===== src/rtl/axi_burst_ctrl_pkg.sv =====
// Shared types and constants for the cache-line AXI burst controller.
// Widths, beat count, AXI encodings and the controller state enum.
package axi_burst_ctrl_pkg;

    localparam int unsigned AXI_DATA_WIDTH = 32;
    localparam int unsigned AXI_ADDR_WIDTH = 32;
    localparam int unsigned LINE_WIDTH     = 512;
    localparam int unsigned BEATS          = LINE_WIDTH / AXI_DATA_WIDTH;
    localparam int unsigned CNT_WIDTH      = $clog2(BEATS);
    localparam int unsigned STRB_WIDTH     = AXI_DATA_WIDTH / 8;

    localparam logic [7:0] AXI_LEN    = 8'(BEATS - 1);
    localparam logic [2:0] SIZE_4B    = 3'b010;
    localparam logic [1:0] BURST_INCR = 2'b01;
    localparam logic [1:0] RESP_OKAY  = 2'b00;

    typedef enum logic [2:0] {
        ST_IDLE,
        ST_AR,
        ST_R,
        ST_AW,
        ST_W,
        ST_B,
        ST_DONE
    } state_t;

endpackage


===== src/rtl/axi_burst_ctrl_if.sv =====
// AXI4 master-port bundle between the burst controller and the interconnect.
// master: controller side (drives o_* signals); slave: interconnect side.
interface axi_burst_ctrl_if;
    import axi_burst_ctrl_pkg::*;

    logic                      o_arvalid;
    logic                      i_arready;
    logic [AXI_ADDR_WIDTH-1:0] o_araddr;
    logic [7:0]                o_arlen;
    logic [2:0]                o_arsize;
    logic [1:0]                o_arburst;

    logic                      i_rvalid;
    logic                      o_rready;
    logic                      i_rlast;
    logic [1:0]                i_rresp;

    logic                      o_awvalid;
    logic                      i_awready;
    logic [AXI_ADDR_WIDTH-1:0] o_awaddr;
    logic [7:0]                o_awlen;
    logic [2:0]                o_awsize;
    logic [1:0]                o_awburst;

    logic                      o_wvalid;
    logic                      i_wready;
    logic                      o_wlast;
    logic [STRB_WIDTH-1:0]     o_wstrb;

    logic                      i_bvalid;
    logic                      o_bready;
    logic [1:0]                i_bresp;

    modport master (
        output o_arvalid, o_araddr, o_arlen, o_arsize, o_arburst,
        input  i_arready,
        input  i_rvalid, i_rlast, i_rresp,
        output o_rready,
        output o_awvalid, o_awaddr, o_awlen, o_awsize, o_awburst,
        input  i_awready,
        output o_wvalid, o_wlast, o_wstrb,
        input  i_wready,
        input  i_bvalid, i_bresp,
        output o_bready
    );

    modport slave (
        input  o_arvalid, o_araddr, o_arlen, o_arsize, o_arburst,
        output i_arready,
        output i_rvalid, i_rlast, i_rresp,
        input  o_rready,
        input  o_awvalid, o_awaddr, o_awlen, o_awsize, o_awburst,
        output i_awready,
        input  o_wvalid, o_wlast, o_wstrb,
        output i_wready,
        output i_bvalid, i_bresp,
        input  o_bready
    );

endinterface


===== src/rtl/axi_beat_counter.sv =====
// Beat counter shared by the R and W bursts.
// Ports: clk, arst (async, active-low), clr (priority), inc,
//        cnt (current beat index), last_c (cnt is the final beat).
module axi_beat_counter
    import axi_burst_ctrl_pkg::*;
(
    input  logic                 clk,
    input  logic                 arst,
    input  logic                 clr,
    input  logic                 inc,
    output logic [CNT_WIDTH-1:0] cnt,
    output logic                 last_c
);

    always_ff @(posedge clk or negedge arst) begin
        if (!arst) begin
            cnt <= '0;
        end else if (clr) begin
            cnt <= '0;
        end else if (inc) begin
            cnt <= cnt + CNT_WIDTH'(1);
        end
    end

    assign last_c = (cnt == CNT_WIDTH'(BEATS - 1));

endmodule


===== src/rtl/axi_burst_ctrl.sv =====
// Sequences the cache-line shift buffer against an AXI4 master port:
// line refill (AR/R burst) and dirty-line writeback (AW/W/B burst).
// Ports: clk, arst (async, active-low); i_read_req/i_rd_addr and
//        i_write_req/i_wr_addr from the cache FSM; bus = AXI master port;
//        o_buf_write_en/o_buf_start_read/o_buf_start_write drive the buffer;
//        o_busy, o_done (1-cycle pulse), o_err (qualified by o_done).
module axi_burst_ctrl
    import axi_burst_ctrl_pkg::*;
(
    input  logic                      clk,
    input  logic                      arst,
    input  logic                      i_read_req,
    input  logic                      i_write_req,
    input  logic [AXI_ADDR_WIDTH-1:0] i_rd_addr,
    input  logic [AXI_ADDR_WIDTH-1:0] i_wr_addr,
    axi_burst_ctrl_if.master          bus,
    output logic                      o_buf_write_en,
    output logic                      o_buf_start_read,
    output logic                      o_buf_start_write,
    output logic                      o_busy,
    output logic                      o_done,
    output logic                      o_err
);

    state_t                    state_q, state_d;
    logic                      err_q, err_d;
    logic [AXI_ADDR_WIDTH-1:0] araddr_q, araddr_d;
    logic [AXI_ADDR_WIDTH-1:0] awaddr_q, awaddr_d;
    logic                      cnt_clr, cnt_inc;
    logic [CNT_WIDTH-1:0]      cnt;
    logic                      cnt_last_c;
    logic                      wlast_d;

    logic arvalid_q, rready_q, awvalid_q, wvalid_q, wlast_q, bready_q;
    logic start_read_q, start_write_q, busy_q, done_q, err_out_q;

    axi_beat_counter u_beat_counter (
        .clk    (clk),
        .arst   (arst),
        .clr    (cnt_clr),
        .inc    (cnt_inc),
        .cnt    (cnt),
        .last_c (cnt_last_c)
    );

    // Next-state, address latch, error accumulation and counter control.
    // Valids are registered high for the whole state, so ready alone marks a handshake.
    always_comb begin
        state_d  = state_q;
        err_d    = err_q;
        araddr_d = araddr_q;
        awaddr_d = awaddr_q;
        cnt_clr  = 1'b0;
        cnt_inc  = 1'b0;
        case (state_q)
            ST_IDLE: begin
                if (i_write_req) begin
                    state_d  = ST_AW;
                    awaddr_d = i_wr_addr;
                    err_d    = 1'b0;
                    cnt_clr  = 1'b1;
                end else if (i_read_req) begin
                    state_d  = ST_AR;
                    araddr_d = i_rd_addr;
                    err_d    = 1'b0;
                    cnt_clr  = 1'b1;
                end
            end
            ST_AR: begin
                if (bus.i_arready) begin
                    state_d = ST_R;
                    cnt_clr = 1'b1;
                end
            end
            ST_R: begin
                if (bus.i_rvalid) begin
                    cnt_inc = 1'b1;
                    // rlast must coincide exactly with the final beat
                    if ((bus.i_rresp != RESP_OKAY) || (bus.i_rlast != cnt_last_c)) begin
                        err_d = 1'b1;
                    end
                    if (cnt_last_c) begin
                        state_d = ST_DONE;
                    end
                end
            end
            ST_AW: begin
                if (bus.i_awready) begin
                    state_d = ST_W;
                    cnt_clr = 1'b1;
                end
            end
            ST_W: begin
                if (bus.i_wready) begin
                    cnt_inc = 1'b1;
                    if (cnt_last_c) begin
                        state_d = ST_B;
                    end
                end
            end
            ST_B: begin
                if (bus.i_bvalid) begin
                    if (bus.i_bresp != RESP_OKAY) begin
                        err_d = 1'b1;
                    end
                    state_d = ST_DONE;
                end
            end
            ST_DONE: begin
                state_d = ST_IDLE;
            end
            default: begin
                state_d = ST_IDLE;
            end
        endcase
    end

    // wlast tracks the beat index the counter will hold next cycle.
    always_comb begin
        wlast_d = 1'b0;
        if ((state_d == ST_W) && (state_q == ST_W)) begin
            wlast_d = cnt_inc ? (cnt == CNT_WIDTH'(BEATS - 2)) : cnt_last_c;
        end
    end

    // State, latched addresses and registered outputs.
    always_ff @(posedge clk or negedge arst) begin
        if (!arst) begin
            state_q       <= ST_IDLE;
            err_q         <= 1'b0;
            araddr_q      <= '0;
            awaddr_q      <= '0;
            arvalid_q     <= 1'b0;
            rready_q      <= 1'b0;
            awvalid_q     <= 1'b0;
            wvalid_q      <= 1'b0;
            wlast_q       <= 1'b0;
            bready_q      <= 1'b0;
            start_read_q  <= 1'b0;
            start_write_q <= 1'b0;
            busy_q        <= 1'b0;
            done_q        <= 1'b0;
            err_out_q     <= 1'b0;
        end else begin
            state_q       <= state_d;
            err_q         <= err_d;
            araddr_q      <= araddr_d;
            awaddr_q      <= awaddr_d;
            arvalid_q     <= (state_d == ST_AR);
            rready_q      <= (state_d == ST_R);
            awvalid_q     <= (state_d == ST_AW);
            wvalid_q      <= (state_d == ST_W);
            wlast_q       <= wlast_d;
            bready_q      <= (state_d == ST_B);
            start_read_q  <= (state_d == ST_AR) || (state_d == ST_R);
            start_write_q <= (state_d == ST_AW) || (state_d == ST_W) || (state_d == ST_B);
            busy_q        <= (state_d != ST_IDLE);
            done_q        <= (state_d == ST_DONE);
            err_out_q     <= (state_d == ST_DONE) && err_d;
        end
    end

    assign bus.o_arvalid = arvalid_q;
    assign bus.o_araddr  = araddr_q;
    assign bus.o_arlen   = AXI_LEN;
    assign bus.o_arsize  = SIZE_4B;
    assign bus.o_arburst = BURST_INCR;
    assign bus.o_rready  = rready_q;
    assign bus.o_awvalid = awvalid_q;
    assign bus.o_awaddr  = awaddr_q;
    assign bus.o_awlen   = AXI_LEN;
    assign bus.o_awsize  = SIZE_4B;
    assign bus.o_awburst = BURST_INCR;
    assign bus.o_wvalid  = wvalid_q;
    assign bus.o_wlast   = wlast_q;
    assign bus.o_wstrb   = {STRB_WIDTH{1'b1}};
    assign bus.o_bready  = bready_q;

    // Buffer shifts in the same cycle as the data handshake.
    assign o_buf_write_en    = (rready_q & bus.i_rvalid) | (wvalid_q & bus.i_wready);
    assign o_buf_start_read  = start_read_q;
    assign o_buf_start_write = start_write_q;
    assign o_busy            = busy_q;
    assign o_done            = done_q;
    assign o_err             = err_out_q;

endmodule


===== src/flat_wrapper.sv =====
// flat-port wrapper written by rule: the top's interface ports become plain ports
module axi_burst_ctrl_flat import axi_burst_ctrl_pkg::*;
  (clk, arst, i_read_req, i_write_req, i_rd_addr, i_wr_addr, o_buf_write_en, o_buf_start_read, o_buf_start_write, o_busy, o_done, o_err, bus_o_arvalid, bus_o_araddr, bus_o_arlen, bus_o_arsize, bus_o_arburst, bus_i_arready, bus_i_rvalid, bus_i_rlast, bus_i_rresp, bus_o_rready, bus_o_awvalid, bus_o_awaddr, bus_o_awlen, bus_o_awsize, bus_o_awburst, bus_i_awready, bus_o_wvalid, bus_o_wlast, bus_o_wstrb, bus_i_wready, bus_i_bvalid, bus_i_bresp, bus_o_bready);
  axi_burst_ctrl_if bus_i ();
  input  logic clk;
  input  logic arst;
  input  logic i_read_req;
  input  logic i_write_req;
  input  logic [AXI_ADDR_WIDTH-1:0] i_rd_addr;
  input  logic [AXI_ADDR_WIDTH-1:0] i_wr_addr;
  output logic o_buf_write_en;
  output logic o_buf_start_read;
  output logic o_buf_start_write;
  output logic o_busy;
  output logic o_done;
  output logic o_err;
  output wire logic [$bits(bus_i.o_arvalid)-1:0] bus_o_arvalid;
  output wire logic [$bits(bus_i.o_araddr)-1:0] bus_o_araddr;
  output wire logic [$bits(bus_i.o_arlen)-1:0] bus_o_arlen;
  output wire logic [$bits(bus_i.o_arsize)-1:0] bus_o_arsize;
  output wire logic [$bits(bus_i.o_arburst)-1:0] bus_o_arburst;
  input wire logic [$bits(bus_i.i_arready)-1:0] bus_i_arready;
  input wire logic [$bits(bus_i.i_rvalid)-1:0] bus_i_rvalid;
  input wire logic [$bits(bus_i.i_rlast)-1:0] bus_i_rlast;
  input wire logic [$bits(bus_i.i_rresp)-1:0] bus_i_rresp;
  output wire logic [$bits(bus_i.o_rready)-1:0] bus_o_rready;
  output wire logic [$bits(bus_i.o_awvalid)-1:0] bus_o_awvalid;
  output wire logic [$bits(bus_i.o_awaddr)-1:0] bus_o_awaddr;
  output wire logic [$bits(bus_i.o_awlen)-1:0] bus_o_awlen;
  output wire logic [$bits(bus_i.o_awsize)-1:0] bus_o_awsize;
  output wire logic [$bits(bus_i.o_awburst)-1:0] bus_o_awburst;
  input wire logic [$bits(bus_i.i_awready)-1:0] bus_i_awready;
  output wire logic [$bits(bus_i.o_wvalid)-1:0] bus_o_wvalid;
  output wire logic [$bits(bus_i.o_wlast)-1:0] bus_o_wlast;
  output wire logic [$bits(bus_i.o_wstrb)-1:0] bus_o_wstrb;
  input wire logic [$bits(bus_i.i_wready)-1:0] bus_i_wready;
  input wire logic [$bits(bus_i.i_bvalid)-1:0] bus_i_bvalid;
  input wire logic [$bits(bus_i.i_bresp)-1:0] bus_i_bresp;
  output wire logic [$bits(bus_i.o_bready)-1:0] bus_o_bready;
  assign bus_o_arvalid = bus_i.o_arvalid;
  assign bus_o_araddr = bus_i.o_araddr;
  assign bus_o_arlen = bus_i.o_arlen;
  assign bus_o_arsize = bus_i.o_arsize;
  assign bus_o_arburst = bus_i.o_arburst;
  assign bus_i.i_arready = bus_i_arready;
  assign bus_i.i_rvalid = bus_i_rvalid;
  assign bus_i.i_rlast = bus_i_rlast;
  assign bus_i.i_rresp = bus_i_rresp;
  assign bus_o_rready = bus_i.o_rready;
  assign bus_o_awvalid = bus_i.o_awvalid;
  assign bus_o_awaddr = bus_i.o_awaddr;
  assign bus_o_awlen = bus_i.o_awlen;
  assign bus_o_awsize = bus_i.o_awsize;
  assign bus_o_awburst = bus_i.o_awburst;
  assign bus_i.i_awready = bus_i_awready;
  assign bus_o_wvalid = bus_i.o_wvalid;
  assign bus_o_wlast = bus_i.o_wlast;
  assign bus_o_wstrb = bus_i.o_wstrb;
  assign bus_i.i_wready = bus_i_wready;
  assign bus_i.i_bvalid = bus_i_bvalid;
  assign bus_i.i_bresp = bus_i_bresp;
  assign bus_o_bready = bus_i.o_bready;
  axi_burst_ctrl u_core (.clk(clk), .arst(arst), .i_read_req(i_read_req), .i_write_req(i_write_req), .i_rd_addr(i_rd_addr), .i_wr_addr(i_wr_addr), .bus(bus_i), .o_buf_write_en(o_buf_write_en), .o_buf_start_read(o_buf_start_read), .o_buf_start_write(o_buf_start_write), .o_busy(o_busy), .o_done(o_done), .o_err(o_err));
endmodule

===== config.mk =====
export PLATFORM = sky130hd
export DESIGN_NAME = axi_burst_ctrl_flat
export DESIGN_NICKNAME = d
export VERILOG_FILES = /design/src/rtl/axi_burst_ctrl_pkg.sv /design/src/rtl/axi_burst_ctrl_if.sv /design/src/rtl/axi_beat_counter.sv /design/src/rtl/axi_burst_ctrl.sv /design/src/flat_wrapper.sv
export SDC_FILE = /design/constraint.sdc
export NUM_CORES = 1
export LEC_CHECK = 0
export BUFFER_PORTS_ARGS = -buffer_cell sky130_fd_sc_hd__buf_4
export CELL_PAD_IN_SITES_DETAIL_PLACEMENT = 0
export CELL_PAD_IN_SITES_GLOBAL_PLACEMENT = 1
export CORE_ASPECT_RATIO = 1.25
export CORE_MARGIN = 8
export CORE_UTILIZATION = 35
export DETAILED_ROUTE_END_ITERATION = 6
export PLACE_DENSITY_LB_ADDON = 0.1
export SLEW_MARGIN = 20
export SYNTH_ARGS = -nofsm -noshare
export SYNTH_HDL_FRONTEND = slang
export SYNTH_HIERARCHICAL = 1
export SYNTH_SLANG_ARGS = --single-unit

===== constraint.sdc =====
create_clock -name clk -period 2.31 [get_ports clk]
set_input_delay 0 -clock clk [delete_from_list [all_inputs] [get_ports clk]]
set_output_delay 0 -clock clk [all_outputs]
set_load 0.02 [all_outputs]

==> metrics, run 1 <==
Reg power frac=34.4%; TritonCTS clock tree=yes; CTS H-tree depth=3; antenna cells=0; Slew headroom=61.1%; largest net degree at the start of global routing=47; HP Start=bus_i_wready; wirelength, routed=9.67 mm; Core Util, Final=56.8%; sequential fraction of the synthesis area=57.5%; detailed router's first-iteration violation count=54; I/O Buffers=153; Seq cells post-synth=83; Synth area leader=dfrtp_1; EDFF count, synth=0; Clock Pin Slew Worst Setup and Hold Paths=60 ps; syn_area_per_cell=14.6 sq um; Max-Cap Viols=0; Highest Clock Rate=504 MHz; P&R area growth vs syn=58.1%; worst setup path class=flop to flop; worst vdd ir=517 uV; internal power=4640 uW; FF-to-FF path depth=6; drc violations=0; post-CTS sizing=0; P_sw=2710 uW; clk_lat worst skew=330 ps; root buf cell=clkbuf_16; gr usage total=13.9%; DP HPWL=7.16 mm; routed len/inst=15.9 um; height of the die=130 um; CP max FO=7; Post-synth top cells=83 x dfrtp_1, 61 x mux2_2, 31 x buf_4, 7 x buf_6, 7 x nor2_1; area share of the largest cell type after synthesis=57.5%; Yosys Warn Count=6; synthesized cell area=3610 sq um; top_reg_cell synth=dfrtp_1; cells after synthesis=247; vias in the first global route=2867; num rows=41; Hold Path End=u_core/bus.o_bready; Core Box Area=10100 sq um; Post-synth ARST share=100%; Num Clock Sinks=83; GRT overflow=0; startpoint types=flop; Final ANT Viol Nets=0; Critical R2R Capture=u_core/o_busy; required time worst endpoint=2510 ps; first-pass GRT wire length=15.1 mm; die area=13800 sq um; fin crit share=85.9%; setup violation total in the final timing report=0; drt pass-1 iters=3; status=completed; HP Class=input pin to flop; final worst path period need=1980 ps; Min-Delay Path Depth=3; Critical R2R Launch=u_core/u_beat_counter/cnt[0]; starting density of the core=35.9%; Worst EP arrival=2190 ps; clock buffer depth=2; P per Cell Area=1290 nW/um^2; switching share of power=36.8%; IO Pins=184; Die Wd=107 um; setup_tns=0 ps; Nets=552; initial antenna violation count=0; Unique masters post-synth=46; RSZ-0062 raised after global routing=false; Area contributors post-synth=dfrtp_1 58%, mux2_2 19%, buf_4 6.4%, buf_6 2.2%, mux2_1 1.2%; final slew viol count=0; Tightest Pin Transition=584 ps; crit path max-delay cell type=dfrtp_1; layout cells sized above 1=52.1%; Lkg Pwr=0.00275 uW; Setup crit end kind=flop; vias after detailed routing=2607; Placer Congestion=0.769; crit-path cells=ha_1 > and3_1 > nand3b_1 > a21boi_4 > a311o_4 > or3_1; Critical Path Max Stage Delay=420 ps; Via density=4.29; Max Clock Skew=5.15 ps; Final Hold Vio Count=0; CTS Buf Count=9; count leader, synth=dfrtp_1; power share of the combinational group=48.1%; FF-to-FF setup slack=330 ps; Clk pwr share=17.5%
==> final cells by class <==
cell class	count	area [sq um]
inverter	3	11.3
fill	866	4350
clock buffer	11	243
timing repair buffer	226	1880
tap	129	161
multi-input combinational	150	1310
clock inverter	5	28.8
sequential	83	2080
==> power groups by stage <==
stage | clock (uW) | combinational (uW) | sequential [uW]
3_5_place_dp | 0 | 3500 | 2560
3_3_place_gp | 0 | 3470 | 2530
5_1_grt | 1390 | 3760 | 2630
6_report | 1290 | 3540 | 2530
4_1_cts | 1340 | 3600 | 2530
2_1_floorplan | 0 | 1350 | 3280
==> cells by family after synthesis <==
kind of cell / share of synthesized area [%]
fa+ha+maj: 0.347
xor+xnor: 0.485
flops: 57.5
buf+inv: 9.08
simple gates: 6.03
mux: 21.5
other cells: 0.208
compound gates: 4.78
==> layout by cell type, fill, tap and decap left out, types with 3 or more instances in the layout <==
master	instances
nor2_1	7
buf_4	158
clkbuf_16	9
dlygate4sd3_1	67
clkinv_2	4
nor2b_1	3
mux2_1	4
mux2_2	61
conb_1	30
and2_1	3
mux2i_1	3
dfrtp_1	83
nand3b_1	3
==> critical path: cells and delay by family, from the launching register on <==
family	cells	cell delay, ps
adders and majority gates	1	240
and+or+nand+nor	3	710
DFF	1	420
AOI/OAI and AO/OA	2	490
==> per-layer routing <==
| metal | wire (um) | share of wire (%) | global-route usage (%) | up-vias |
|---|---|---|---|---|
| li1 | - | - | - | 1253 |
| met1 | 4080 | 42 | 16.8 | 1239 |
| met2 | 4850 | 50 | 22.8 | 104 |
| met3 | 602 | 6.2 | 4.42 | 11 |
| met4 | 136 | 1.4 | 5.23 | 0 |
| met5 | 0 | 0 | 0 | - |
==> sequential cells by signal, indices dropped and copies added (netlist names) <==
signal                     cells
u_core/bus.o_awvalid           1
u_core/o_buf_start_write       1
u_core/u_beat_counter/cnt      4
u_core/bus.o_wvalid            1
u_core/bus.o_araddr           32
u_core/bus.o_wlast             1
u_core/o_err                   1
u_core/o_done                  1
u_core/bus.o_awaddr           32
u_core/bus.o_bready            1
u_core/state_q                 3
u_core/bus.o_rready            1
u_core/bus.o_arvalid           1
u_core/o_buf_start_read        1
u_core/err_q                   1
u_core/o_busy                  1
==> worst max-delay path by stage <==
stage / startpoint / to / slack (ps)
2_1_floorplan: u_core/u_beat_counter/cnt[0] / u_core/o_busy / 440
3_3_place_gp: u_core/u_beat_counter/cnt[0] / u_core/o_busy / 370
3_5_place_dp: u_core/u_beat_counter/cnt[0] / u_core/o_busy / 330
4_1_cts: u_core/u_beat_counter/cnt[0] / u_core/o_busy / 310
5_1_grt: u_core/state_q[0] / u_core/u_beat_counter/cnt[3] / 100
6_report: u_core/u_beat_counter/cnt[0] / u_core/o_busy / 330
==> stage by stage <==
step | total power (uW) | instance area [sq um] | hold WS, ps | setup slack [ps] | instances
floorplan | 4630 | 3710 | -296 | 443 | 275
global placement | 6000 | 4770 | 51.8 | 375 | 524
detailed placement | 6060 | 4770 | 52.5 | 327 | 524
CTS | 7470 | 5710 | 31.6 | 315 | 607
global route | 7780 | 5710 | 43.0 | 104 | 607
finish | 7350 | 5710 | 43.7 | 326 | 607
==> repair_timing <==
| item | in CTS | in global routing |
|---|---|---|
| hold endpoints to repair | 109 | 0 |
| hold buffers | 67 | 0 |
| setup buffers | 0 | 0 |
| endpoints found under the setup margin | 0 | 0 |
No activity file was read; power rests on OpenSTA's default activity.
==> run 2: changes to the inputs <==
- ABC_AREA: not set -> 1
- CORE_UTILIZATION: 35 -> 34
==> run 2 against run 1 <==
Clock skew increased by 1.1 ps. Global-route usage increased by 0.65 points. Critical endpoint is now u_core/bus.o_araddr[26]. Clock power increased by 23%. First-iteration DRC count increased by 100%. Critical path depth decreased by 2. Critical path type unchanged. Sequential share of layout area decreased by 1.3 points.
==> metrics, run 2 <==
status=completed; P&R area growth vs syn=57.5%; gr usage total=14.6%; Highest Clock Rate=548 MHz; Max Clock Skew=6.22 ps; Lkg Pwr=0.00328 uW; area share of the largest cell type after synthesis=55.3%; Final ANT Viol Nets=0; layout filler cell count=976; Worst EP arrival=2040 ps; Synth area leader=dfrtp_1; commonest cells after routing, fill and taps aside=154 x buf_4, 126 x nand2_1, 83 x dfrtp_1; post-CTS sizing=0; FF-to-FF setup slack=490 ps; Via density=4.23; Unique masters post-synth=25; setup violation total in the final timing report=0; Critical R2R Launch=u_core/state_q[0]; worst vdd ir=520 uV; Core Box Area=10900 sq um; final slew viol count=0; Min-Delay Path Depth=3; Hold Path End=u_core/bus.o_bready; Post-Layout Cell Count=726; Post-synth ARST share=100%; fin crit share=78.9%; TritonCTS clock tree=yes; CTS H-tree depth=3; num rows=43; drt pass-1 iters=4; antenna cells=0; Tightest Pin Transition=544 ps; final worst path period need=1820 ps; vias in the first global route=3301; FF-to-FF path depth=4; detailed router's first-iteration violation count=109; startpoint types=flop; DP HPWL=7.65 mm; vias after detailed routing=3073; Critical R2R Capture=u_core/bus.o_araddr[26]; syn_area_per_cell=10.3 sq um; count leader, synth=nand2_1; Register Area=2080 sq um; layout cells sized above 1=36.5%; clk_lat worst skew=330 ps; starting density of the core=34.4%; P per Cell Area=1320 nW/um^2; Inst Count DP=645; root buf cell=clkbuf_16; Post-synth top cells=126 x nand2_1, 83 x dfrtp_1, 30 x buf_4, 30 x mux2_4, 27 x inv_1; largest net degree at the start of global routing=50; sequential fraction of the synthesis area=55.3%; top_reg_cell synth=dfrtp_1; Seq cells post-synth=83; Yosys Warn Count=6; worst setup path class=flop to flop; multi-input logic area=1380 sq um; I/O Buffers=153; Setup crit end kind=flop; setup slack after layout=487 ps; initial antenna violation count=0; dpl ws=462 ps; CP max FO=17; Final Hold Vio Count=0; most common cell after layout, fill and taps aside=buf_4; wirelength, routed=10.7 mm; Max-Cap Viols=0; synthesized cell area=3760 sq um; Hold WS=36.7 ps; IO Pins=184; Placer Congestion=0.794; first-pass GRT wire length=16.8 mm; RSZ-0062 raised after global routing=false; height of the die=134 um; GRT overflow=0; Die Wd=110 um; drc violations=0; Nets=665; required time worst endpoint=2520 ps; Num Clock Sinks=83; EDFF count, synth=0; Area contributors post-synth=dfrtp_1 55%, nand2_1 13%, mux2_4 12%, buf_4 6.0%, inv_1 2.7%; HP Start=bus_i_wready; Slew headroom=63.7%; die area=14700 sq um; HP Class=input pin to flop; Clock Pin Slew Worst Setup and Hold Paths=60 ps; routed len/inst=14.7 um; CTS Buf Count=9; clock buffer depth=2; setup_tns=0 ps; cells after synthesis=366
[run 2: routing by layer]
layer / vias up / track usage (%) / share of wire [%]
met2: 116 / 23.3 / 48
met3: 11 / 5.36 / 9.7
met4: 0 / 4.97 / 1.2
met1: 1427 / 17.5 / 41
met5: - / 0 / 0
li1: 1519 / - / -
[run 2: critical path, stage by stage (launching register included)]
cell,delay [ps]
dfrtp_1,460
nor2_4,210
nand4_4,380
buf_12,330
mux2_4,300
[run 2: final cells by class]
cell class / count / area share [%]
inverter: 29 / 1.84
tap: 135 / 2.85
clock inverter: 6 / 1.63
multi-input combinational: 242 / 23.3
sequential: 83 / 35.1
timing repair buffer: 221 / 31.2
clock buffer: 10 / 4.04
[run 2: power breakdown]
group / switching [uW] / internal, uW / leakage [uW]
logic: 1980 / 1670 / 0.00209
clock network: 603 / 990 / 0.000161
registers: 416 / 2120 / 0.00103
total: 3000 / 4780 / 0.00328
[run 2: metrics by stage]
stage	power [uW]	util, %	instance area [sq um]
floorplan	4720	-	3860
global placement	6120	45.2	4930
detailed placement	6160	45.2	4930
CTS	7900	54.2	5920
global route	8320	54.2	5920
finish	7780	54.2	5920
[run 2: repair_timing]
item	4_1_cts	5_1_grt
setup buffers	0	0
hold buffers	65	0
hold endpoints to repair	98	0
[run 2: how the worst max path moves through the flow]
stage / slack (ps) / depth (start not counted) / to / start
6_report: 490 / 4 / u_core/bus.o_araddr[26] / u_core/state_q[0]
5_1_grt: 340 / 5 / u_core/bus.o_awaddr[21] / u_core/state_q[0]
4_1_cts: 450 / 4 / u_core/bus.o_araddr[29] / u_core/state_q[0]
3_5_place_dp: 460 / 4 / u_core/bus.o_araddr[29] / u_core/state_q[2]
3_3_place_gp: 510 / 4 / u_core/bus.o_araddr[15] / u_core/state_q[2]
2_1_floorplan: 920 / 10 / u_core/u_beat_counter/cnt[3] / u_core/state_q[0]
[run 2: cell families after synthesis]
kind of cell,after synthesis,synth area share (%)
compound gates,8,1.36
fa+ha+maj,1,0.333
buf+inv,69,10.8
flops,83,55.3
mux,32,12.6
other cells,2,0.200
simple gates,171,19.5
